## src/rtl/O_BUF_DS.sv

```systemverilog
// Behavioural model of the differential output pad driver primitive.
// The weak keeper only matters at the physical pad, so both variants drive the same logical values.
module O_BUF_DS #(
   parameter WEAK_KEEPER = "NONE"
) (
   input  logic I,
   output logic O_P,
   output logic O_N
);

   generate
      if (WEAK_KEEPER == "NONE") begin : g_plain
         assign O_P = I;
         assign O_N = ~I;
      end else begin : g_keeper
         assign O_P = I;
         assign O_N = ~I;
      end
   endgenerate

endmodule

```

## src/rtl/differential_tx.sv

```systemverilog
// Source-synchronous differential transmitter: frames parallel words as START/data/PARITY/STOP
// on a differential data pair, alongside a half-rate forwarded clock pair.
module differential_tx #(
   parameter int unsigned WIDTH       = 8,
   parameter              WEAK_KEEPER = "NONE"
) (
   input  logic             CLK,
   input  logic             RST_N,
   input  logic [WIDTH-1:0] DATA,
   input  logic             VALID,
   output logic             READY,
   output logic             BUSY,
   output logic             Q_p,
   output logic             Q_n,
   output logic             CLK_OUT_p,
   output logic             CLK_OUT_n
);

   localparam int unsigned   CW       = (WIDTH > 1) ? $clog2(WIDTH) : 1;
   localparam logic [CW-1:0] CNT_LAST = CW'(WIDTH - 1);

   localparam logic [2:0] S_IDLE   = 3'd0;
   localparam logic [2:0] S_START  = 3'd1;
   localparam logic [2:0] S_DATA   = 3'd2;
   localparam logic [2:0] S_PARITY = 3'd3;
   localparam logic [2:0] S_STOP   = 3'd4;

   logic             fclk_q, fclk_d;
   logic             line_q, line_d;
   logic [2:0]       state_q, state_d;
   logic [CW-1:0]    cnt_q, cnt_d;
   logic [WIDTH-1:0] sr_q, sr_d;
   logic             par_q, par_d;

   always_ff @(posedge CLK or negedge RST_N) begin
      if (!RST_N) begin
         fclk_q  <= 1'b0;
         line_q  <= 1'b1;
         state_q <= S_IDLE;
         cnt_q   <= '0;
         sr_q    <= '0;
         par_q   <= 1'b0;
      end else begin
         fclk_q  <= fclk_d;
         line_q  <= line_d;
         state_q <= state_d;
         cnt_q   <= cnt_d;
         sr_q    <= sr_d;
         par_q   <= par_d;
      end
   end

   // Serial state moves only when fclk is high, so the line changes on the forwarded clock's falling edge.
   always_comb begin
      fclk_d  = ~fclk_q;
      line_d  = line_q;
      state_d = state_q;
      cnt_d   = cnt_q;
      sr_d    = sr_q;
      par_d   = par_q;
      READY   = fclk_q && ((state_q == S_IDLE) || (state_q == S_STOP));
      if (fclk_q) begin
         case (state_q)
            S_IDLE, S_STOP: begin
               if (VALID) begin
                  state_d = S_START;
                  line_d  = 1'b0;
                  sr_d    = DATA;
                  par_d   = ^DATA;
                  cnt_d   = '0;
               end else begin
                  state_d = S_IDLE;
                  line_d  = 1'b1;
               end
            end
            S_START: begin
               state_d = S_DATA;
               line_d  = sr_q[0];
               sr_d    = sr_q >> 1;
            end
            S_DATA: begin
               if (cnt_q == CNT_LAST) begin
                  state_d = S_PARITY;
                  line_d  = par_q;
               end else begin
                  line_d = sr_q[0];
                  sr_d   = sr_q >> 1;
                  cnt_d  = cnt_q + CW'(1);
               end
            end
            S_PARITY: begin
               state_d = S_STOP;
               line_d  = 1'b1;
            end
            default: begin
               state_d = S_IDLE;
               line_d  = 1'b1;
            end
         endcase
      end
   end

   assign BUSY = (state_q != S_IDLE);

   O_BUF_DS #(.WEAK_KEEPER(WEAK_KEEPER)) u_q_buf (
      .I   (line_q),
      .O_P (Q_p),
      .O_N (Q_n)
   );

   O_BUF_DS #(.WEAK_KEEPER(WEAK_KEEPER)) u_clk_buf (
      .I   (fclk_q),
      .O_P (CLK_OUT_p),
      .O_N (CLK_OUT_n)
   );

endmodule

```

## config.mk

```make
export PLATFORM = sky130hd
export DESIGN_NAME = differential_tx
export DESIGN_NICKNAME = d
export VERILOG_FILES = /design/src/rtl/O_BUF_DS.sv /design/src/rtl/differential_tx.sv
export SDC_FILE = /design/constraint.sdc
export NUM_CORES = 1
export LEC_CHECK = 0
export BUFFER_PORTS_ARGS = -buffer_cell sky130_fd_sc_hd__buf_2
export CAP_MARGIN = 20
export CORE_MARGIN = 8
export CORE_UTILIZATION = 43
export DETAILED_ROUTE_END_ITERATION = 10
export GPL_TIMING_DRIVEN = 0
export PLACE_DENSITY = 0.72
export SYNTH_ARGS = -nofsm -noshare
export SYNTH_HDL_FRONTEND = slang
export SYNTH_HIERARCHICAL = 1
export SYNTH_SLANG_ARGS = --single-unit
```

## constraint.sdc

```tcl
create_clock -name CLK -period 2.1 [get_ports CLK]
set_input_delay 0.42 -clock CLK [delete_from_list [all_inputs] [get_ports CLK]]
set_output_delay 0.42 -clock CLK [all_outputs]
set_load 0.005 [all_outputs]
```

# Word level (Yosys, flattened, before mapping)
# Cells that the tools add are included.
[classes]
eq_ne = 8
mux = 12
n_bitwise = 2
n_addsub = 1
reduce_logical = 12
[op_table]
columns = ["operator", "count"]
rows = [
  ["case mux 8 bit (3 select lines)", 1],
  ["2-to-1 mux 8 bit", 2],
  ["case mux 3 bit (4 select lines)", 1],
  ["2-to-1 mux 3 bit", 3],
  ["AND reduction 4 bit", 2],
  ["XOR reduction 8 bit", 1],
  ["equality test 3 x 2 -> 1 bit (second input constant)", 2],
  ["equality test 3 bit (second input constant)", 2],
  ["inequality test 2 bit (second input constant)", 3],
  ["case mux 3 bit (2 select lines)", 1],
  ["nonzero test 3 bit", 2],
  ["adder 3 x 1 -> 3 bit (second input constant)", 1],
  ["equality test 3 x 1 -> 1 bit (second input constant)", 1],
  ["logical NOT 3 bit", 1],
  ["2-to-1 mux 1 bit", 3],
  ["case mux 1 bit (3 select lines)", 1],
  ["AND reduction 3 bit", 1],
  ["inverter 1 bit", 2],
  ["AND reduction 2 bit", 1],
  ["nonzero test 2 bit", 1],
  ["OR reduction 2 bit", 1],
  ["logical AND 1 bit", 1],
  ["logical OR 1 bit", 1],
]
[word_totals]
out_inout_bits = 6
ff_bits = 17
word_cells = 41

# Longest topological paths before layout
# Gate-level depths: netlist of run 1.
[logic_depth]
ltp_word = 4
mapped_depth = 7
ltp_nobuf = 6

# By module
# The synthesis of run 1 kept the hierarchy.
[modules_own_cells]
columns = ["module", "cells_per_inst", "n_inst", "area_each_um2", "seq_area_each_um2"]
rows = [
  ["differential_tx", 96, 1, 974.7, 426.7],
  ["O_BUF_DS", 2, 2, 11.3, 0.0],
]

# Worst setup path before layout of run 1
# OpenSTA, ideal clock, no wires.
[synth_path]
path_kind = "register -> register"
start = "register cnt_q[0]"
end = "register cnt_q[0]"
slack_ns = 0.335
stages_incl_launch_ff = 6
required_ns = 1.975
t_arrival_ns = 1.640
synth_period_minus_slack_ns = 1.765
cell_sequence = "dfrtp_1 ha_1 ha_1 or2_0 a211o_1 mux2_4"
[synth_via]
elab_chain_len = 3
elab_cells_between_ends = 6
cone_classes = "add/sub (1); eq/ne (2); mux (2); reduce/logical (1)"
[synth_lines]
columns = ["element", "line", "text"]
rows = [
  ["start, declared", "differential_tx.sv:31", "logic [CW-1:0] cnt_q, cnt_d;"],
  ["start signal, assigned", "differential_tx.sv:47", "cnt_q <= cnt_d;"],
  ["adder 3 x 1 -> 3 bit or equality test 3 bit (tied branches)", "differential_tx.sv:88, differential_tx.sv:82", ""],
  ["2-to-1 mux 3 bit or inequality test 2 bit (tied branches)", "--", ""],
  ["case mux 3 bit (2 select lines) or AND reduction 4 bit (tied branches)", "--", ""],
]
# Parallel ways exist; a longest one is shown, timed or not. The select of a mux whose other input is x is not followed.
# A chain may end at the register's enable or synchronous reset.

# Final worst setup path of run 1
[layout_path]
start = "register fclk_q"
end = "output READY"
[layout_via]
elab_chain_len = 1
[layout_lines]
columns = ["element", "line", "text"]
rows = [
  ["start, declared", "differential_tx.sv:28", "logic fclk_q, fclk_d;"],
  ["start signal, assigned", "differential_tx.sv:44", "fclk_q <= fclk_d;"],
  ["logical AND 1 bit", "differential_tx.sv:61", "READY = fclk_q && ((state_q == S_IDLE) || (state_q == S_STOP));"],
  ["end, declared", "differential_tx.sv:11", "output logic READY,"],
]
# No other way between the ends.

==> flow_metrics.tcl, run 1 <==
set metrics [dict create \
    mostFrequentLayoutCells "17 x buf_2, 16 x dfrtp_1, 12 x nand2_1, 9 x mux2i_1" \
    finClkSkew_ns 0.00247 \
    die_w_um 64.2 \
    yosysSeqAreaShare 0.428 \
    htree_levels 1 \
    ys_async_sr_fraction 1.00 \
    cap_violations 0 \
    fp.coreArea_um2 2210 \
    clkSinkCount 17 \
    final_common_cell "buf_2" \
    dieArea_um2 4120 \
    final_antenna_net_count 0 \
    gp_congestion 0.742 \
    synth_cell_type_count 34 \
    post_drt_wl_per_cell_um 13.2 \
    post_cts_buffers 0 \
    dominantRegCellSynth "dfrtp_1" \
    antenna_cells 0 \
    initial_core_util 0.451 \
    slew_headroom 0.607 \
    status "finished, final reports clean" \
    grt_usage 0.106 \
    required_ns 1.68 \
    synth-seq-cells 17 \
    hold_viol 0 \
    vdd_ir_drop_max_v 0.000797 \
    drtPass1Iterations 2 \
    r2r_cells 5 \
    grt_pass1_vias 786 \
    endpoint_kind "output pin" \
    numPortBuffers 16 \
    powerDensity_nw_per_um2 1470 \
    cts_hold_buf 0 \
    clock.fmax_ghz 0.518 \
    vias 748 \
    syn-cell-area_um2 997 \
    antenna_found_initial 0 \
    holdCritPathClass "input pin to asynchronous set/reset pin" \
    root_buffer "clkbuf_4" \
    r2r_start "cnt_q[0]" \
    final_nets 134 \
    drtIter0Drc 10 \
    drive_above_1_share 0.258 \
    place_inst 144 \
    ys_warn_count 6 \
    yosysTopAreaCell "dfrtp_1" \
    row_count 17 \
    cts_resized 0 \
    grt_pass1_wl_um 3590 \
    drc_errors 0 \
    crit_fanout 9 \
    cp-endpoint "READY" \
    p_switching_uw 646 \
    finalNonFillerCells 148 \
    synth.area.top_cells "dfrtp_1 40%, mux2i_1 9.0%, xnor2_1 6.1%" \
    overflow 0 \
    rrSetupSlack_ns 0.22 \
    worst-slew-pin-transition_ns 0.585 \
    path_clk_slew_ns 0.10 \
    io_pins 17 \
    comb_power_share 0.563 \
    die_y_um 64.2 \
    drt-vias-per-instance 5.05 \
    routed_wl_um 1950 \
    cts_inserted_buffers 3 \
    seq_power_share 0.328 \
    rsz0062_at_grt "no" \
    finalSetupTns_ns 0 \
    synth_top_area_frac 0.402 \
    dpl.hpwl_um 1440 \
    grt_max_degree 18 \
    setup_viol 0 \
    worst_r2r_endpoint "cnt_q[0]" \
    crit_start "fclk_q" \
    min_period_ns 1.93 \
    p_int_uw 1020 \
    startpoint_type "register" \
    sw_frac_of_total 0.387 \
    critPathArrivalTime_ns 1.51 \
    syn_nets 113 \
    finalCritPeriodShare 0.919 \
    clkLatencyLatePin_ns 0.29 \
    cts_tree "built" \
    ctsLongestPathBuffers 2 \
    synth_edf_count 0 \
    path_class "register to output pin" \
    slew_viol_final 0 \
    fin_util 0.515 \
    leakagePower_uw 0.000570 \
    synth_cells 100 \
    p_clk_frac 0.109 \
    synth.avg_cell_area_um2 9.97 \
    area_delta_synth_final_pct 14.2 \
    num-fill-cells 223 \
]
==> stage by stage <==
stage / power [uW] / instance area, um^2 / setup WS, ns / hold WS [ns]
floorplan: 1310 / 997 / 0.335 / 0.124
global placement: 1470 / 1110 / 0.265 / 0.363
detailed placement: 1500 / 1110 / 0.264 / 0.372
CTS: 1680 / 1140 / 0.158 / 0.0502
global route: 1830 / 1140 / 0.0357 / 0.0658
finish: 1670 / 1140 / 0.169 / 0.0308
==> cell type report <==
cell class	instances	area (um^2)	share of cell area
Sequential cell	17	427	0.375
Clock buffer	4	26.3	0.0231
Buffer	7	61.3	0.0538
Tap cell	28	35.0	0.0308
Timing Repair Buffer	16	80.1	0.0703
Inverter	7	26.3	0.0231
Multi-Input combinational cell	69	483	0.424
==> how the worst min path moves through the flow <==
| stage | endpoint | cells past startpoint | slack (ns) | from |
|---|---|---|---|---|
| detailed placement | sr_q[3] | 1 | 0.37 | RST_N |
| global placement | sr_q[6] | 1 | 0.36 | RST_N |
| floorplan | cnt_q[0] | 0 | 0.12 | RST_N |
| global route | fclk_q | 1 | 0.07 | RST_N |
| finish | sr_q[6] | 1 | 0.03 | RST_N |
| CTS | sr_q[3] | 1 | 0.05 | RST_N |
==> cells in the mapped netlist (all sizes together), types with 2 or more instances <==
master / n
mux2: 2
xnor2: 7
nor3: 2
buf: 7
a21oi: 3
ha: 2
nor2: 3
mux2i: 9
o31ai: 2
dfrtp: 16
inv: 7
nor2b: 2
nor3b: 2
nand2b: 3
o21ai: 8
nand2: 12
a31oi: 2
==> power by group through the flow <==
stage	Sequential, uW	Clock [uW]	Combinational, uW
final	548	181	940
after global placement	546	0	922
after global routing	563	199	1070
after CTS	546	184	955
after floorplan	534	0	774
after detailed placement	553	0	948
==> layer usage <==
metal	global-route usage	up-vias	wire [um]	part of all wire
li1	-	377	-	-
met1	0.133	355	901	0.46
met2	0.171	12	942	0.48
met3	0.0209	4	76	0.039
met4	0.0490	0	27	0.014
met5	0	-	0	0
==> registers in the layout (all words and copies together), names as in the netlist <==
register  cells
cnt_q         3
fclk_q        1
state_q       3
line_q        1
sr_q          8
par_q         1
==> kinds of logic (layout without fill, tap and decap cells) <==
kind of cell	after synthesis	count (layout)	synth area share
flops	17	17	0.428
xor+xnor	7	7	0.0615
mux	11	11	0.117
fa+ha+maj	2	2	0.0251
compound gates	21	21	0.134
simple gates	28	28	0.147
buf+inv	14	34	0.0878
==> worst max-delay path, stage by stage, from the launching register on <==
cell     delay (ns)
dfrtp_1        0.54
inv_1          0.16
nor3_1         0.33
buf_2          0.19
(Power assumes the default switching activity.)
==> inputs of run 2 (changes only) <==
- SYNTH_HIERARCHICAL: 1 -> unset
==> flow_metrics.tcl, run 2 <==
set metrics [dict create \
    dpl.hpwl_um 1480 \
    r2r_start "state_q[0]" \
    startpoint_type "register" \
    drc_errors 0 \
    seq_power_share 0.342 \
    drt-vias-per-instance 5.22 \
    cts_tree "built" \
    largest_reg_flops 8 \
    ys_async_sr_fraction 1.00 \
    cap_violations 0 \
    crit_fanout 10 \
    worst-slew-pin-transition_ns 0.411 \
    synth-seq-cells 17 \
    synth.avg_cell_area_um2 11.9 \
    drtIter0Drc 21 \
    wl_met1_um 863 \
    fp.coreArea_um2 2210 \
    slew_viol_final 0 \
    largest_register "sr_q" \
    grt_max_degree 18 \
    num-fill-cells 224 \
    finalCritPeriodShare 0.855 \
    ys_warn_count 0 \
    path_class "register to output pin" \
    overflow 0 \
    placed_area_um2 1110 \
    syn_nets 97 \
    final_common_cell "buf_2" \
    htree_levels 1 \
    required_ns 1.68 \
    gp_congestion 0.815 \
    path_clk_slew_ns 0.09 \
    clock.fmax_ghz 0.557 \
    dr_wl_met3_um 134 \
    layout_setup_ws_ns 0.304 \
    synth_common_cells "16 x dfrtp_1, 11 x mux2_2, 8 x mux2_4, 8 x xnor2_1, 5 x nor2_1" \
    synth.area.top_cells "dfrtp_1 40%, mux2_2 12%, mux2_4 12%" \
    endpoint_kind "output pin" \
    antenna_found_initial 0 \
    post_drt_wl_per_cell_um 14.1 \
    row_count 17 \
    hold_viol 0 \
    root_buffer "clkbuf_4" \
    cts_resized 0 \
    drive_above_1_share 0.442 \
    synth_cells 84 \
    dp_slack_ns 0.360 \
    setup_viol 0 \
    yosysTopAreaCell "dfrtp_1" \
    sw_frac_of_total 0.335 \
    finClkSkew_ns 0.00167 \
    yosysMostFrequentCell "dfrtp_1" \
    synth_top_area_frac 0.402 \
    drtPass1Iterations 4 \
    io_pins 17 \
    vias 689 \
    antenna_cells 0 \
    final_nets 118 \
    holdCritPathClass "input pin to asynchronous set/reset pin" \
    area_delta_synth_final_pct 14.2 \
    worst_r2r_endpoint "sr_q[5]" \
    grt_pass1_vias 661 \
    synth_edf_count 0 \
    vdd_ir_drop_max_v 0.000750 \
    p_clk_frac 0.103 \
    dr_wl_met2_um 827 \
    slew_headroom 0.725 \
    finalNonFillerCells 132 \
    routed_wl_um 1860 \
    top_regs "sr_q: 8 flops, cnt_q: 3 flops, state_q: 3 flops" \
    rrSetupSlack_ns 0.34 \
    mostFrequentLayoutCells "17 x buf_2, 16 x dfrtp_1, 11 x mux2_2, 8 x xnor2_1, 8 x mux2_4" \
    fin_area_um2 1140 \
    clkSinkCount 17 \
    die_w_um 64.2 \
    synth_cell_type_count 28 \
    top_layer_used "met4" \
    finalSetupTns_ns 0 \
    comb_power_share 0.555 \
    dominantRegCellSynth "dfrtp_1" \
    post_cts_buffers 0 \
    initial_core_util 0.451 \
    dieArea_um2 4120 \
    yosysSeqAreaShare 0.428 \
    cts_inserted_buffers 3 \
    leakagePower_uw 0.000546 \
    place_inst 128 \
    grt_pass1_wl_um 3110 \
    grt_usage 0.0951 \
    min_period_ns 1.80 \
    rsz0062_at_grt "no" \
    power.total_uw 1650 \
    r2r_cells 6 \
    die_y_um 64.2 \
    p_switching_uw 553 \
    powerDensity_nw_per_um2 1450 \
    clkLatencyLatePin_ns 0.28 \
    final_antenna_net_count 0 \
    numPortBuffers 16 \
    syn-cell-area_um2 997 \
    ctsLongestPathBuffers 2 \
    p_int_uw 1100 \
    critPathArrivalTime_ns 1.38 \
    status "finished, final reports clean" \
    cts_hold_buf 0 \
]
[run 2: layer usage]
metal	vias up	global-route usage
li1	332	-
met1	329	0.119
met2	23	0.141
met3	5	0.0348
met4	0	0.0490
met5	-	0
[run 2: cells by family (layout without fill, tap and decap cells)]
kind of cell | count (synthesis) | in the layout | share of synthesized area
mux | 19 | 19 | 0.245
simple gates | 19 | 19 | 0.108
compound gates | 13 | 13 | 0.0816
buf+inv | 6 | 26 | 0.0426
flops | 17 | 17 | 0.428
xor+xnor | 8 | 8 | 0.0703
fa+ha+maj | 2 | 2 | 0.0251
[run 2: cell type report]
cell class / count / area [um^2] / share of cell area
Tap cell: 28 / 35.0 / 0.0308
Inverter: 3 / 11.3 / 0.00989
Buffer: 3 / 31.3 / 0.0275
Timing Repair Buffer: 16 / 80.1 / 0.0703
Multi-Input combinational cell: 61 / 528 / 0.464
Clock buffer: 4 / 26.3 / 0.0231
Sequential cell: 17 / 427 / 0.375
[run 2: power by group through the flow]
| stage | logic, uW | clock network [uW] | registers [uW] |
|---|---|---|---|
| detailed placement | 925 | 0 | 568 |
| finish | 916 | 171 | 565 |
| floorplan | 758 | 0 | 539 |
| global placement | 891 | 0 | 556 |
| global route | 995 | 191 | 583 |
| CTS | 926 | 176 | 564 |
[run 2: critical path, stage by stage (launching register included)]
cell,delay (ns)
dfrtp_1,0.42
buf_2,0.18
or3_1,0.36
buf_2,0.13
[run 2: through the flow]
stage / hold slack, ns / util
final: 0.0356 / 0.515
after global routing: 0.0446 / 0.515
after CTS: 0.0461 / 0.515
after detailed placement: 0.365 / 0.503
after floorplan: 0.124 / -
after global placement: 0.361 / 0.503
[run 2: worst max path at each step]
stage	start	end	slack, ns	cells after the start
3_5_place_dp	state_q[0]	sr_q[5]	0.36	5
5_1_grt	state_q[1]	BUSY	0.24	3
6_report	state_q[1]	BUSY	0.30	3
4_1_cts	state_q[1]	BUSY	0.30	3
2_1_floorplan	state_q[0]	sr_q[0]	0.46	6
3_3_place_gp	state_q[0]	sr_q[3]	0.41	5
